$ cat config.mk
export PLATFORM = sky130hd
export DESIGN_NAME = alu_decode_stage
export DESIGN_NICKNAME = d
export VERILOG_FILES = /design/src/rtl/alu_decode_stage.sv
export SDC_FILE = /design/constraint.sdc
export NUM_CORES = 1
export LEC_CHECK = 0
export CAP_MARGIN = 15
export CORE_ASPECT_RATIO = 0.75
export CORE_MARGIN = 3
export CORE_UTILIZATION = 39
export CTS_CLUSTER_DIAMETER = 150
export DETAILED_ROUTE_END_ITERATION = 8
export PLACE_DENSITY_LB_ADDON = 0.15
export SLEW_MARGIN = 25
export SYNTH_ARGS = -nofsm -noshare
export SYNTH_HDL_FRONTEND = slang
export SYNTH_SLANG_ARGS = --single-unit
$ cat constraint.sdc
create_clock -name clk -period 2.8 [get_ports clk]
set_clock_uncertainty 0.15 [all_clocks]
set_input_delay 0.28 -clock clk [delete_from_list [all_inputs] [get_ports clk]]
set_output_delay 0.28 -clock clk [all_outputs]
set_load 0.05 [all_outputs]
$ cat src/rtl/alu_decode_stage.sv
// RV64I decode stage: turns fetched instructions into ALU control bundles,
// registered into an output register backed by a one-entry skid buffer.
module alu_decode_stage #(
  parameter int XLEN = 64
) (
  input  logic            clk,
  input  logic            rst,
  input  logic            flush,
  input  logic            in_valid,
  output logic            in_ready,
  input  logic [31:0]     in_instr,
  input  logic [XLEN-1:0] in_pc,
  output logic            out_valid,
  input  logic            out_ready,
  output logic [3:0]      out_alu_opcodes,
  output logic [1:0]      out_a_sel,
  output logic            out_b_imm,
  output logic [XLEN-1:0] out_imm,
  output logic [4:0]      out_rs1,
  output logic [4:0]      out_rs2,
  output logic [4:0]      out_rd,
  output logic            out_reg_write,
  output logic            out_mem_read,
  output logic            out_mem_write,
  output logic            out_illegal,
  output logic [XLEN-1:0] out_pc
);

  typedef enum logic [3:0] {
    ALU_ADD  = 4'b0000,
    ALU_SUB  = 4'b0001,
    ALU_SLL  = 4'b0010,
    ALU_SLT  = 4'b0100,
    ALU_SLTU = 4'b0110,
    ALU_XOR  = 4'b1000,
    ALU_SRL  = 4'b1010,
    ALU_SRA  = 4'b1011,
    ALU_OR   = 4'b1100,
    ALU_AND  = 4'b1110
  } alu_op_e;

  localparam logic [6:0] OPC_OP     = 7'b0110011;
  localparam logic [6:0] OPC_OP_IMM = 7'b0010011;
  localparam logic [6:0] OPC_LOAD   = 7'b0000011;
  localparam logic [6:0] OPC_STORE  = 7'b0100011;
  localparam logic [6:0] OPC_LUI    = 7'b0110111;
  localparam logic [6:0] OPC_AUIPC  = 7'b0010111;

  typedef struct packed {
    alu_op_e         alu;
    logic [1:0]      a_sel;
    logic            b_imm;
    logic [XLEN-1:0] imm;
    logic [4:0]      rs1;
    logic [4:0]      rs2;
    logic [4:0]      rd;
    logic            reg_write;
    logic            mem_read;
    logic            mem_write;
    logic            illegal;
    logic [XLEN-1:0] pc;
  } bundle_t;

  function automatic alu_op_e alu_from_f3(input logic [2:0] f3);
    case (f3)
      3'b000:  return ALU_ADD;
      3'b001:  return ALU_SLL;
      3'b010:  return ALU_SLT;
      3'b011:  return ALU_SLTU;
      3'b100:  return ALU_XOR;
      3'b101:  return ALU_SRL;
      3'b110:  return ALU_OR;
      default: return ALU_AND;
    endcase
  endfunction

  logic [6:0]      opcode;
  logic [2:0]      f3;
  logic [6:0]      f7;
  logic [5:0]      f6;
  logic [XLEN-1:0] imm_i, imm_s, imm_u, imm_sh;
  logic            legal;
  bundle_t         dec, or_q, sk_q;
  logic            or_valid, sk_valid;
  logic            accept;

  assign opcode = in_instr[6:0];
  assign f3     = in_instr[14:12];
  assign f7     = in_instr[31:25];
  assign f6     = in_instr[31:26];
  assign imm_i  = {{(XLEN-12){in_instr[31]}}, in_instr[31:20]};
  assign imm_s  = {{(XLEN-12){in_instr[31]}}, in_instr[31:25], in_instr[11:7]};
  assign imm_u  = {{(XLEN-32){in_instr[31]}}, in_instr[31:12], 12'b0};
  assign imm_sh = {{(XLEN-6){1'b0}}, in_instr[25:20]};

  always_comb begin
    dec     = '0;
    legal   = 1'b1;
    dec.rs1 = in_instr[19:15];
    dec.rs2 = in_instr[24:20];
    dec.rd  = in_instr[11:7];
    dec.pc  = in_pc;
    case (opcode)
      OPC_OP: begin
        dec.alu       = alu_from_f3(f3);
        dec.reg_write = 1'b1;
        if (f7 == 7'h20 && (f3 == 3'b000 || f3 == 3'b101))
          dec.alu = (f3 == 3'b000) ? ALU_SUB : ALU_SRA;
        else if (f7 != 7'h00)
          legal = 1'b0;
      end
      OPC_OP_IMM: begin
        dec.alu       = alu_from_f3(f3);
        dec.b_imm     = 1'b1;
        dec.reg_write = 1'b1;
        dec.imm       = imm_i;
        // Shifts carry a 6-bit shamt; the upper bits select logical/arithmetic.
        if (f3 == 3'b001 || f3 == 3'b101) begin
          dec.imm = imm_sh;
          if (f3 == 3'b101 && f6 == 6'h10)
            dec.alu = ALU_SRA;
          else if (f6 != 6'h00)
            legal = 1'b0;
        end
      end
      OPC_LOAD: begin
        dec.b_imm     = 1'b1;
        dec.imm       = imm_i;
        dec.mem_read  = 1'b1;
        dec.reg_write = 1'b1;
      end
      OPC_STORE: begin
        dec.b_imm     = 1'b1;
        dec.imm       = imm_s;
        dec.mem_write = 1'b1;
      end
      OPC_LUI: begin
        dec.a_sel     = 2'b10;
        dec.b_imm     = 1'b1;
        dec.imm       = imm_u;
        dec.reg_write = 1'b1;
      end
      OPC_AUIPC: begin
        dec.a_sel     = 2'b01;
        dec.b_imm     = 1'b1;
        dec.imm       = imm_u;
        dec.reg_write = 1'b1;
      end
      default: legal = 1'b0;
    endcase
    if (!legal) begin
      dec.alu       = ALU_ADD;
      dec.a_sel     = '0;
      dec.b_imm     = 1'b0;
      dec.imm       = '0;
      dec.reg_write = 1'b0;
      dec.mem_read  = 1'b0;
      dec.mem_write = 1'b0;
      dec.illegal   = 1'b1;
    end
  end

  assign in_ready = !sk_valid && !rst;
  assign accept   = in_valid && in_ready;

  always_ff @(posedge clk) begin
    if (rst) begin
      or_valid <= 1'b0;
      sk_valid <= 1'b0;
      or_q     <= '0;
      sk_q     <= '0;
    end else if (flush) begin
      or_valid <= 1'b0;
      sk_valid <= 1'b0;
    end else if (!or_valid || out_ready) begin
      if (sk_valid) begin
        or_q     <= sk_q;
        or_valid <= 1'b1;
        sk_valid <= accept;
        if (accept) sk_q <= dec;
      end else begin
        or_valid <= accept;
        if (accept) or_q <= dec;
      end
    end else if (accept) begin
      sk_valid <= 1'b1;
      sk_q     <= dec;
    end
  end

  assign out_valid       = or_valid;
  assign out_alu_opcodes = or_q.alu;
  assign out_a_sel       = or_q.a_sel;
  assign out_b_imm       = or_q.b_imm;
  assign out_imm         = or_q.imm;
  assign out_rs1         = or_q.rs1;
  assign out_rs2         = or_q.rs2;
  assign out_rd          = or_q.rd;
  assign out_reg_write   = or_q.reg_write;
  assign out_mem_read    = or_q.mem_read;
  assign out_mem_write   = or_q.mem_write;
  assign out_illegal     = or_q.illegal;
  assign out_pc          = or_q.pc;

endmodule

[Word-level counts from Yosys, hierarchy flattened]
Cells that the tools add are included.
Word-level totals
  bits in registers: 310
  latch bits: 0
  bits in writable memories: 0
  ROM bits: 0
  input bits: 101
  output and inout bits: 156
  logic and storage cells: 92
  memories kept: 0
Operators by class
  $add $sub $neg: 0
  multiply operators: 0
  divide/modulo/power cells: 0
  $lt $le $gt $ge: 0
  equality and inequality tests: 15
  shift-type cells: 0
  multiplexer cells: 29
  bitwise operators: 1
  reductions and logical operators: 21
Operator list (count)
  two-way mux 154 bit: 5
  one-hot mux 65 bit (4 select lines): 1
  two-way mux 71 bit: 1
  two-way mux 64 bit: 1
  equality test 7 x 6 -> 1 bit, second input constant: 4
  one-hot mux 4 bit (7 select lines): 1
  two-way mux 4 bit: 5
  equality test 7 x 5 -> 1 bit, second input constant: 2
  two-way mux 1 bit: 12
  equality test 3 bit, second input constant: 3
  one-hot mux 4 bit (2 select lines): 1
  equality test 7 x 2 -> 1 bit, second input constant: 1
  nonzero test 7 bit: 1
  equality test 3 x 2 -> 1 bit, second input constant: 2
  equality test 6 x 5 -> 1 bit, second input constant: 1
  nonzero test 6 bit: 1
  OR reduction 5 bit: 1
  logical AND 1 bit: 4
  one-hot mux 2 bit (2 select lines): 1
  nonzero test 2 bit: 2
  OR reduction 2 bit: 2
  OR reduction 4 bit: 1
  equality test 3 x 1 -> 1 bit, second input constant: 1
  zero test 1 bit: 3
  7 further kinds: 9

[Longest topological paths before layout]
Gate-level depths: netlist of run 1.
  depth after elaboration: 9
  gate-level depth with buffers: 8

[Worst setup path after synthesis of run 1]
Ideal clock, no wire load.
  kind: register to register
  start: reg or_valid (netlist: out_valid)
  end: reg sk_q[34] (netlist bit)
  arrival time: 1.859 ns
  required time: 2.580 ns
  slack: 0.721 ns
  cell stages (with the launch flop): 8
  clock period less this slack: 2.079 ns
  cell sequence: dfxtp_1 > nor4b_1 > and3_1 > buf_2 > buf_2 > buf_2 > nand2_1 > a21oi_1
Between the ends
  longest elaborated chain between the ends: 4
Ends and longest elaborated chain
  start, declared: line 84  | logic or_valid, sk_valid;
  start signal, assigned: line 182  | or_valid <= accept;
  zero test 1 bit (*): line 175  | end else if (!or_valid || out_ready) begin
  logical OR 1 bit (*): line 175
  != test 2 bit (no source line)
  AND reduction 2 bit (no source line)
  end signal, assigned: line 171  | sk_q <= '0;
  end signal, assigned: line 180  | if (accept) sk_q <= dec;
  end signal, assigned: line 187  | sk_q <= dec;
  end, declared: line 83  | bundle_t dec, or_q, sk_q;
Every way passes the cells marked *; elsewhere a longest branch is shown, timed or not.
A chain may end at the register's enable or synchronous reset.

==> run_results.csv, run 1 <==
group,metric,value,unit
worst_setup_path,required,2.37,ns
timing,slew_viol_final,0,
global_route,grt_max_degree,95,
clocking,clkTransAtPathRegs,0.06,ns
logic_synthesis,synth-seq-cells,246,
floorplanning,core-area,0.0263,mm^2
layout,nets,1505,
global_route,antenna_found_initial,1,
logic_synthesis,ys_types,50,
floorplanning,die_x,196,um
hold_path,hp-class,"input pin to flip-flop",
logic_synthesis,postSynthCellCount,1231,
timing,setup_viol,0,
pwr,ir_drop,385,uV
logic_synthesis,syn_area_per_cell,8.56,um^2
global_route,grt_overflow_total,0,
route,wl,30600,um
logic_synthesis,synth.largest_area_cell,"dfxtp_1",
floorplanning,num_rows,51,
global_route,gr-usage-met1,0.293,
timing,slew_headroom,0.366,
logic_synthesis,synth_compound_area_frac,0.206,
global_route,grt_pass1_vias,8671,
logic_synthesis,yosys-top-cells-area,"dfxtp_1 (47%), a211oi_1 (9.6%), mux2i_1 (7.7%)",
worst_setup_path,cp_max_fo,33,
layout,area_growth,34.5,%
timing,fin_crit,2.43,ns
clocking,insertion_delay,0.52,ns
route,wl_per_cell,17.3,um
floorplanning,start_util,0.401,
pwr,p_per_area,601,mW/mm^2
logic_synthesis,muxShareOfSynthArea,0.0770,
route,first_iter_violations,539,
clocking,cts_buffers,27,
clocking,postCtsSetupRepairBufs,0,
clocking,cts_resized,0,
layout,drive_above_1_share,0.0746,
logic_synthesis,synth_top_area_share,0.468,
layout,fin_cells,1766,
route,drc,0,
placed_design,routabilityCongestion,0.853,
logic_synthesis,syn_area,0.0105,mm^2
route,vias,9208,
floorplanning,io_pins,257,
clocking,cts.sinks,246,
logic_synthesis,yosysWarnings,0,
timing,worst_pin_slew,0.951,ns
clocking,cts_tree,"done",
layout,fin_area,0.0142,mm^2
global_route,grt.met3_usage,0.0453,
logic_synthesis,synth_simple_gate_area_frac,0.179,
route,ant_nets,0,
worst_setup_path,cp-start-kind,"flip-flop",
clocking,clock-root-buffer,"clkbuf_16",
global_route,track_usage,0.201,
timing,fin_crit_sh,0.869,
clocking,cts_hold_buf,0,
logic_synthesis,synthAdderAreaFrac,0,
pwr,power.total,8.51,mW
floorplanning,fp.dieH,148,um
logic_synthesis,ys_seq_area_frac,0.468,
global_route,busiest_layer,"met2",
logic_synthesis,synth_xor_area_frac,0.000832,
pwr,p_leak,4.66,nW
placed_design,placedInstanceArea,0.0132,mm^2
route,viasPerCell,5.21,
timing,fmax,0.411,GHz
floorplanning,die-area,0.0290,mm^2
clocking,htreeDepth,1,
worst_setup_path,end_kind,"output pin",
route,first_pass_iters,5,
timing,setup_tns,0,ns
run_status,status,"finished, final reports clean",
placed_design,post-dp-hpwl,19900,um
timing,hold_viol,0,
worst_setup_path,cp.arrival,2.00,ns
placed_design,port_buffers,256,
logic_synthesis,yosys_most_used_dff,"dfxtp_1",
placed_design,dp.cells,1719,
timing,rsz0062_at_grt,"false",
logic_synthesis,synth_top_family_by_area,"compound AO/OA/AOI/OAI gates",
worst_setup_path,worstSetupPathType,"flip-flop to output pin",
global_route,grt_use_met2,0.303,
flow_run,maxCapViolations,0,
logic_synthesis,synth_edf_count,0,
logic_synthesis,syn-num-nets,1332,
logic_synthesis,async_flop_share,0,
clocking,cts_buffer_depth,3,
global_route,grt_pass1_wl,48200,um
==> synth_stat cells, types with 2 or more instances <==
master	instances
a211oi_1	135
a21oi_1	112
a221oi_1	2
a22oi_1	2
a31oi_1	2
a32o_1	3
and2_1	2
buf_1	2
buf_2	15
buf_4	35
clkbuf_1	94
dfxtp_1	246
inv_1	8
mux2i_1	81
nand2_1	191
nand2b_1	2
nand3_1	36
nand4_1	8
nand4bb_1	2
nor2_1	156
nor2b_1	6
nor3_1	28
nor3b_1	2
nor4_1	2
o211ai_1	3
o21a_1	2
o21ai_0	4
o22ai_1	5
o31ai_1	3
o41ai_2	19
or3_1	4
==> state kept, by name, indices dropped and copies added, names as in the netlist <==
signal	cells
sk_q	122
out_pc	64
out_imm	32
out_rd	5
out_rs1	5
out_rs2	5
out_alu_opcodes	4
out_a_sel	2
out_b_imm	1
out_illegal	1
out_mem_read	1
out_mem_write	1
out_reg_write	1
out_valid	1
sk_valid	1
==> stage by stage <==
stage	worst slack (ns)	util	hold WS [ns]
floorplan	0.721	-	0.203
global placement	0.241	0.503	0.289
detailed placement	0.169	0.503	0.296
CTS	0.312	0.539	0.0319
global route	0.236	0.539	0.0606
finish	0.366	0.539	0.0457
==> final cells by class <==
type	instances	area [um^2]
fillers	2477	12100
repair buffers	290	2920
well taps	344	430
clock buffers	37	793
flip-flops and latches	246	4930
clock inverters	9	151
diodes	1	2.50
inverters	9	33.8
multi-input cells	830	4910
==> kinds of logic after synthesis <==
kind of cell	after synthesis
buffers and inverters	155
AND/OR/NAND/NOR	446
AO/OA/AOI/OAI	302
flip-flops	246
XOR/XNOR	1
multiplexers	81
==> where the power goes <==
| part | internal (mW) | leakage (nW) | total [mW] | switching [mW] |
|---|---|---|---|---|
| sequential | 3.59 | 1.99 | 3.63 | 0.0470 |
| clock | 2.33 | 0.465 | 3.74 | 1.41 |
| combinational | 0.416 | 2.20 | 1.14 | 0.720 |
==> layout by cell type (no fill, tap or decap), types with 9 or more instances in the layout <==
| cell type | n |
|---|---|
| a211oi_1 | 135 |
| a21oi_1 | 112 |
| buf_4 | 26 |
| clkbuf_16 | 27 |
| clkbuf_8 | 9 |
| clkdlybuf4s50_1 | 255 |
| dfxtp_1 | 245 |
| mux2i_1 | 81 |
| nand2_1 | 191 |
| nand3_1 | 35 |
| nor2_1 | 156 |
| nor3_1 | 28 |
| o41ai_2 | 19 |
==> worst max-delay path: stages (launching register included) <==
cell and delay [ns]:
dfxtp_1 0.32, buf_4 0.28, clkdlybuf4s50_1 0.87
==> layer usage <==
| layer | up-vias | part of all wire |
|---|---|---|
| met1 | 4295 | 0.48 |
| li1 | 4661 | - |
| met5 | - | 0 |
| met3 | 36 | 0.064 |
| met4 | 0 | 0.018 |
| met2 | 216 | 0.44 |
==> final timing paths <==
path	start	end	slack (ns)	cells past startpoint
worst min register to register	sk_q[32]	sk_q[32]	0.30	2
worst min-delay path	rst	sk_q[53]	0.05	2
worst max register to register	out_valid	sk_q[104]	0.80	6
worst max-delay path	out_imm[62]	out_imm[47]	0.37	2
Power figures use the tool's default switching activity.
==> run 2, diff against run 1 <==
- clock period: 2.8 -> 2.45 ns (I/O delays scaled with it)
==> run 2 against run 1 <==
Compared with the run above: sequential share of layout area fell by 0.23 points; via count rose by 1.3%; routed wire length rose by 1.9%; worst hold slack improved by 0.11 ns; flip-flop and latch count did not move; cell count rose by 1.2%; setup slack got worse by 0.29 ns; cell area rose by 0.67%; utilization rose by 0.36 points.
==> run_results.csv, run 2 (same netlist as run 1, synthesis figures left out) <==
group,metric,value,unit
route,wl_per_cell,17.4,um
global_route,antenna_found_initial,0,
floorplanning,io_pins,257,
worst_setup_path,required,2.06,ns
pwr,p_sw_frac,0.257,
clocking,clock-root-buffer,"clkbuf_16",
floorplanning,die-area,0.0290,mm^2
layout,top_register,"sk_q",
pwr,internal_power,7.12,mW
worst_setup_path,crit_path_end,"in_ready",
timing,worst_pin_slew,0.735,ns
pwr,combPwrFrac,0.138,
layout,area_growth,35.4,%
route,vias,9328,
global_route,grt_overflow_total,0,
clocking,cts_buffer_depth,3,
floorplanning,fp.dieH,148,um
layout,nets,1527,
route,viasPerCell,5.22,
floorplanning,die_x,196,um
route,ant_nets,0,
clocking,htreeDepth,1,
route,wl_met3,1740,um
worst_setup_path,reg2reg_from,"sk_valid",
clocking,cts_buffers,26,
worst_setup_path,rrSetupSlack,0.47,ns
worst_setup_path,crit_start,"rst",
floorplanning,num_rows,51,
layout,antennaDiodeCount,0,
route,wl_met2,13900,um
worst_setup_path,cp_max_fo,21,
route,wl,31200,um
route,first_iter_violations,465,
clocking,clkTransAtPathRegs,0.05,ns
clocking,insertion_delay,0.52,ns
clocking,cts_tree,"done",
global_route,grt_pass1_vias,8771,
layout,largest_reg_flops,122,
timing,setup_viol,0,
pwr,pwr-share-seq,0.433,
layout,fin_cells,1788,
global_route,track_usage,0.206,
clocking,cts_resized,0,
route,drt-met1-wl,15000,um
global_route,grt_max_degree,134,
worst_setup_path,cp-start-kind,"input pin",
placed_design,port_buffers,256,
worst_setup_path,cp.arrival,1.97,ns
pwr,ir_drop,448,uV
pwr,p_per_area,672,mW/mm^2
layout,final_cell_mix,"dfxtp_1 (245), clkdlybuf4s50_1 (222), nand2_1 (191)",
timing,finalHoldWorstSlack,0.153,ns
timing,fmax,0.422,GHz
run_status,status,"finished, final reports clean",
placed_design,post-dp-hpwl,20600,um
timing,slew_viol_final,0,
floorplanning,start_util,0.401,
flow_run,maxCapViolations,0,
pwr,p_switching,2.47,mW
worst_setup_path,worstSetupPathType,"input pin to output pin",
layout,final_common_cell,"dfxtp_1",
hold_path,hp-class,"input pin to flip-flop",
route,drc,0,
timing,fin_crit_sh,0.967,
route,dr.max_layer_used,"met4",
worst_setup_path,reg2reg_to,"sk_q[39]",
floorplanning,core-area,0.0263,mm^2
worst_setup_path,end_kind,"output pin",
timing,fin_crit,2.37,ns
timing,rsz0062_at_grt,"false",
timing,hold_viol,0,
placed_design,dp.cells,1741,
placed_design,routabilityCongestion,0.855,
layout,final_core_util,0.543,
layout,drive_above_1_share,0.109,
pwr,p_leak,4.83,nW
timing,slew_headroom,0.510,
route,first_pass_iters,5,
clocking,cts.sinks,246,
worst_setup_path,r2r.worst_path.cells,5,
pwr,clkPwrFrac,0.429,
global_route,grt_pass1_wl,49500,um
## run 2: changes by cell type in the layout (fill, tap and decap cells not counted), sizes merged
cell,change
diode,-1
clkdlybuf4s50,-33
bufinv,-1
clkinvlp,-1
clkbuf,+3
buf,+55
clkinv,-1
dlygate4sd3,+1
## run 2: metrics by stage
stage	power (mW)	setup slack (ns)	cell area [um^2]	setup TNS (ns)
global route	9.95	0.0472	14300	0
finish	9.59	0.0802	14300	0
global placement	5.56	0.0540	13400	0
detailed placement	5.57	-0.00723	13400	-0.00723
floorplan	5.02	0.371	10500	0
CTS	9.71	0.0712	14300	0
## run 2: critical path, stage by stage
cell and delay (ns):
dlygate4sd3_1 0.57, clkbuf_8 0.22, nor2_1 0.10, clkdlybuf4s50_1 0.84
## run 2: repair_timing
action,in CTS,in global routing
buffers inserted,0,0
hold buffers,1,0
hold endpoints to repair,14,0
## run 2: cell type report
class / instances / area [um^2]
Clock buffer: 40 / 795
Clock inverter: 6 / 105
Fill cell: 2486 / 12000
Inverter: 9 / 33.8
Multi-Input combinational cell: 830 / 4910
Sequential cell: 246 / 4930
Tap cell: 344 / 430
Timing Repair Buffer: 313 / 3060
## run 2: power groups by stage
stage	clock, mW	sequential, mW	combinational, mW
global placement	0	4.24	1.32
finish	4.11	4.15	1.32
detailed placement	0	4.24	1.33
global route	4.38	4.16	1.41
floorplan	0	4.55	0.475
CTS	4.23	4.15	1.33
## run 2: worst min path at each step
stage,start,endpoint,slack [ns],depth (start not counted)
floorplan,flush,out_valid,0.17,1
global placement,sk_q[84],sk_q[84],0.29,2
detailed placement,sk_q[39],sk_q[39],0.30,2
CTS,in_pc[62],sk_q[62],0.13,3
global route,in_pc[46],sk_q[46],0.14,3
finish,in_pc[21],sk_q[21],0.15,3
## run 2: routing by layer
layer  vias to the layer above  global-route usage
met3                        35              0.0430
li1                       4713                   -
met1                      4377               0.304
met5                         -                   0
met2                       203               0.313
met4                         0              0.0438
==> run 3, diff against run 2 <==
- ABC_AREA: default -> 1
- CAP_MARGIN: 15 -> default
- SLEW_MARGIN: 25 -> 30
==> run 3 against run 2 <==
Compared with the run above: global-route usage is 0.31 points higher; total power is 4.1% lower; critical path depth is 3 lower; maximum frequency is 11% higher; utilization is 0.37 points lower; die area is 3.3% lower; sequential share of layout area is 1.6 points higher; non-clock buffer count is 23 lower; critical endpoint is now out_b_imm.
==> run_results.csv, run 3 <==
group,metric,value,unit
worst_setup_path,cp_slowest_stage_delay,0.83,ns
timing,hold_viol,0,
placed_design,placedInstanceArea,0.0128,mm^2
floorplanning,io_pins,257,
worst_setup_path,cp-start-kind,"flip-flop",
pwr,p_leak,5.25,nW
layout,top_register,"sk_q",
worst_setup_path,r2r.worst_path.cells,8,
floorplanning,core-area,0.0253,mm^2
logic_synthesis,yosys-top-cells-area,"dfxtp_1 (48%), o21ai_0 (14%), nand2_1 (7.8%)",
global_route,grt_overflow_total,0,
worst_setup_path,worstSetupPathDepth,1,
worst_setup_path,required,2.06,ns
flow_run,maxCapViolations,0,
route,ant_nets,0,
floorplanning,die-area,0.0281,mm^2
global_route,antenna_found_initial,1,
layout,final_core_util,0.539,
layout,nets,1644,
logic_synthesis,synth_simple_gate_area_frac,0.165,
logic_synthesis,syn_area,0.0102,mm^2
logic_synthesis,postSynthCellCount,1371,
worst_setup_path,cp_max_fo,2,
logic_synthesis,ys_types,25,
pwr,p_per_area,675,mW/mm^2
logic_synthesis,synth_top_family_by_area,"compound AO/OA/AOI/OAI gates",
route,drc,0,
logic_synthesis,muxShareOfSynthArea,0,
logic_synthesis,synth-seq-cells,246,
timing,setup_tns,0,ns
worst_setup_path,path_delay_family,"buffers and inverters",
pwr,ir_drop,457,uV
clocking,htreeDepth,1,
timing,worst_pin_slew,0.879,ns
logic_synthesis,synthAdderAreaFrac,0,
logic_synthesis,yosysWarnings,0,
placed_design,post-dp-hpwl,19500,um
timing,slew_headroom,0.414,
timing,fin_crit_sh,0.869,
logic_synthesis,synth.largest_area_cell,"dfxtp_1",
logic_synthesis,syn-num-nets,1472,
timing,finalHoldWorstSlack,0.161,ns
clocking,postCtsSetupRepairBufs,0,
layout,final_cell_mix,"o21ai_0 (275), dfxtp_1 (245), clkdlybuf4s50_1 (222)",
route,first_iter_violations,591,
worst_setup_path,end_kind,"output pin",
logic_synthesis,yosys_most_used_dff,"dfxtp_1",
layout,largest_reg_flops,122,
global_route,grt_pass1_vias,9096,
layout,nFillCells,2410,
timing,fin_crit,2.13,ns
route,first_pass_iters,5,
route,vias,9897,
worst_setup_path,path_cells,"clkdlybuf4s50_1",
floorplanning,start_util,0.402,
timing,slew_viol_final,0,
layout,antennaDiodeCount,0,
worst_setup_path,reg2reg_to,"out_imm[23]",
clocking,clock-root-buffer,"clkbuf_16",
logic_synthesis,syn_area_per_cell,7.42,um^2
hold_path,hp-class,"input pin to flip-flop",
clocking,cts_tree,"done",
logic_synthesis,synth_top_area_share,0.484,
route,wl,30700,um
worst_setup_path,reg2reg_from,"sk_valid",
clocking,cts_hold_buf,0,
placed_design,dp.cells,1853,
layout,area_growth,33.9,%
logic_synthesis,synth_common_cells,"o21ai_0 (275), dfxtp_1 (246), nand2_1 (211), nor2_1 (176), a21oi_1 (138)",
layout,fin_area,0.0136,mm^2
clocking,clkTransAtPathRegs,0.07,ns
worst_setup_path,crit_start,"out_b_imm",
global_route,track_usage,0.209,
route,viasPerCell,5.21,
logic_synthesis,synth_edf_count,0,
worst_setup_path,cp.arrival,1.73,ns
timing,fmax,0.470,GHz
layout,fin_cells,1899,
worst_setup_path,rrSetupSlack,0.53,ns
timing,rsz0062_at_grt,"false",
logic_synthesis,synth_xor_area_frac,0,
logic_synthesis,synth_compound_area_frac,0.263,
clocking,insertion_delay,0.53,ns
placed_design,port_buffers,256,
floorplanning,num_rows,50,
layout,final_common_cell,"o21ai_0",
worst_setup_path,worstSetupPathType,"flip-flop to output pin",
worst_setup_path,crit_path_end,"out_b_imm",
logic_synthesis,ys_seq_area_frac,0.484,
route,wl_per_cell,16.2,um
worst_setup_path,slowest_stage,"clkdlybuf4s50_1",
placed_design,routabilityCongestion,0.812,
clocking,cts.sinks,246,
floorplanning,die_x,192,um
logic_synthesis,async_flop_share,0,
floorplanning,fp.dieH,146,um
clocking,cts_buffers,26,
global_route,grt_max_degree,96,
clocking,cts_buffer_depth,3,
layout,drive_above_1_share,0.0730,
worst_setup_path,cp_num_buf_inv,1,
run_status,status,"finished, final reports clean",
logic_synthesis,synth.most_common_cell,"o21ai_0",
timing,setup_viol,0,
global_route,grt_pass1_wl,48700,um
clocking,cts_resized,0,
==> run 3: cell count changes in the layout (fill, tap and decap cells not counted), moves of 19 or more <==
cell	before	now
mux2i_1	81	0
nand2_1	191	211
o21ai_0	4	275
a31oi_1	2	83
inv_1	8	36
a211oi_1	135	2
buf_4	77	50
nor3_1	28	2
a21oi_1	112	138
o41ai_2	19	0
nor2_1	156	176
==> run 3: tightest hold or removal path, delay by kind of cell <==
kind                   cells  cell delay (ns)
buffers and inverters      1             0.41
AO/OA/AOI/OAI              1             0.07
AND/OR/NAND/NOR            1             0.07
==> run 3: per-stage QoR <==
step           worst slack (ns)  total power [mW]
4_1_cts                   0.292              9.29
6_report                  0.321              9.20
3_5_place_dp              0.189              5.58
2_1_floorplan             0.501              5.05
5_1_grt                   0.287              9.54
3_3_place_gp              0.232              5.58
==> run 3: final cells by class <==
cell class              instances  area (um^2)  share of cell area
repair buffers                290         2950               0.217
clock buffers                  43          776              0.0570
inverters                      41          164              0.0120
clock inverters                 3         17.5             0.00129
well taps                     338          423              0.0311
flip-flops and latches        246         4930               0.362
multi-input cells             938         4360               0.320
==> run 3: how the worst min path moves through the flow <==
stage / startpoint / to / slack [ns] / cells after the start
floorplan: flush / out_valid / 0.17 / 1
global placement: sk_q[19] / sk_q[19] / 0.31 / 2
detailed placement: sk_q[80] / out_rs1[2] / 0.32 / 2
CTS: in_pc[41] / out_pc[41] / 0.15 / 3
global route: in_pc[41] / out_pc[41] / 0.18 / 3
finish: in_pc[41] / out_pc[41] / 0.16 / 3
==> run 3: power by group <==
| part | internal, mW | total [mW] | switching [mW] |
|---|---|---|---|
| Sequential | 4.11 | 4.18 | 0.0640 |
| Clock | 2.14 | 3.70 | 1.56 |
| Combinational | 0.486 | 1.32 | 0.830 |
| Total | 6.74 | 9.20 | 2.45 |
==> run 3: per-layer routing <==
| layer | vias up | share of wire | global-route usage |
|---|---|---|---|
| met4 | 2 | 0.016 | 0.0368 |
| met1 | 4575 | 0.48 | 0.312 |
| met2 | 317 | 0.43 | 0.313 |
| li1 | 4962 | - | - |
| met5 | - | 0.00042 | 0 |
| met3 | 41 | 0.078 | 0.0474 |
==> run 3: cell families (layout without fill, tap and decap cells) <==
logic type / after synthesis / after routing
and+or+nand+nor: 427 / 427
buffers and inverters: 187 / 377
DFF: 246 / 246
AOI/OAI and AO/OA: 511 / 511
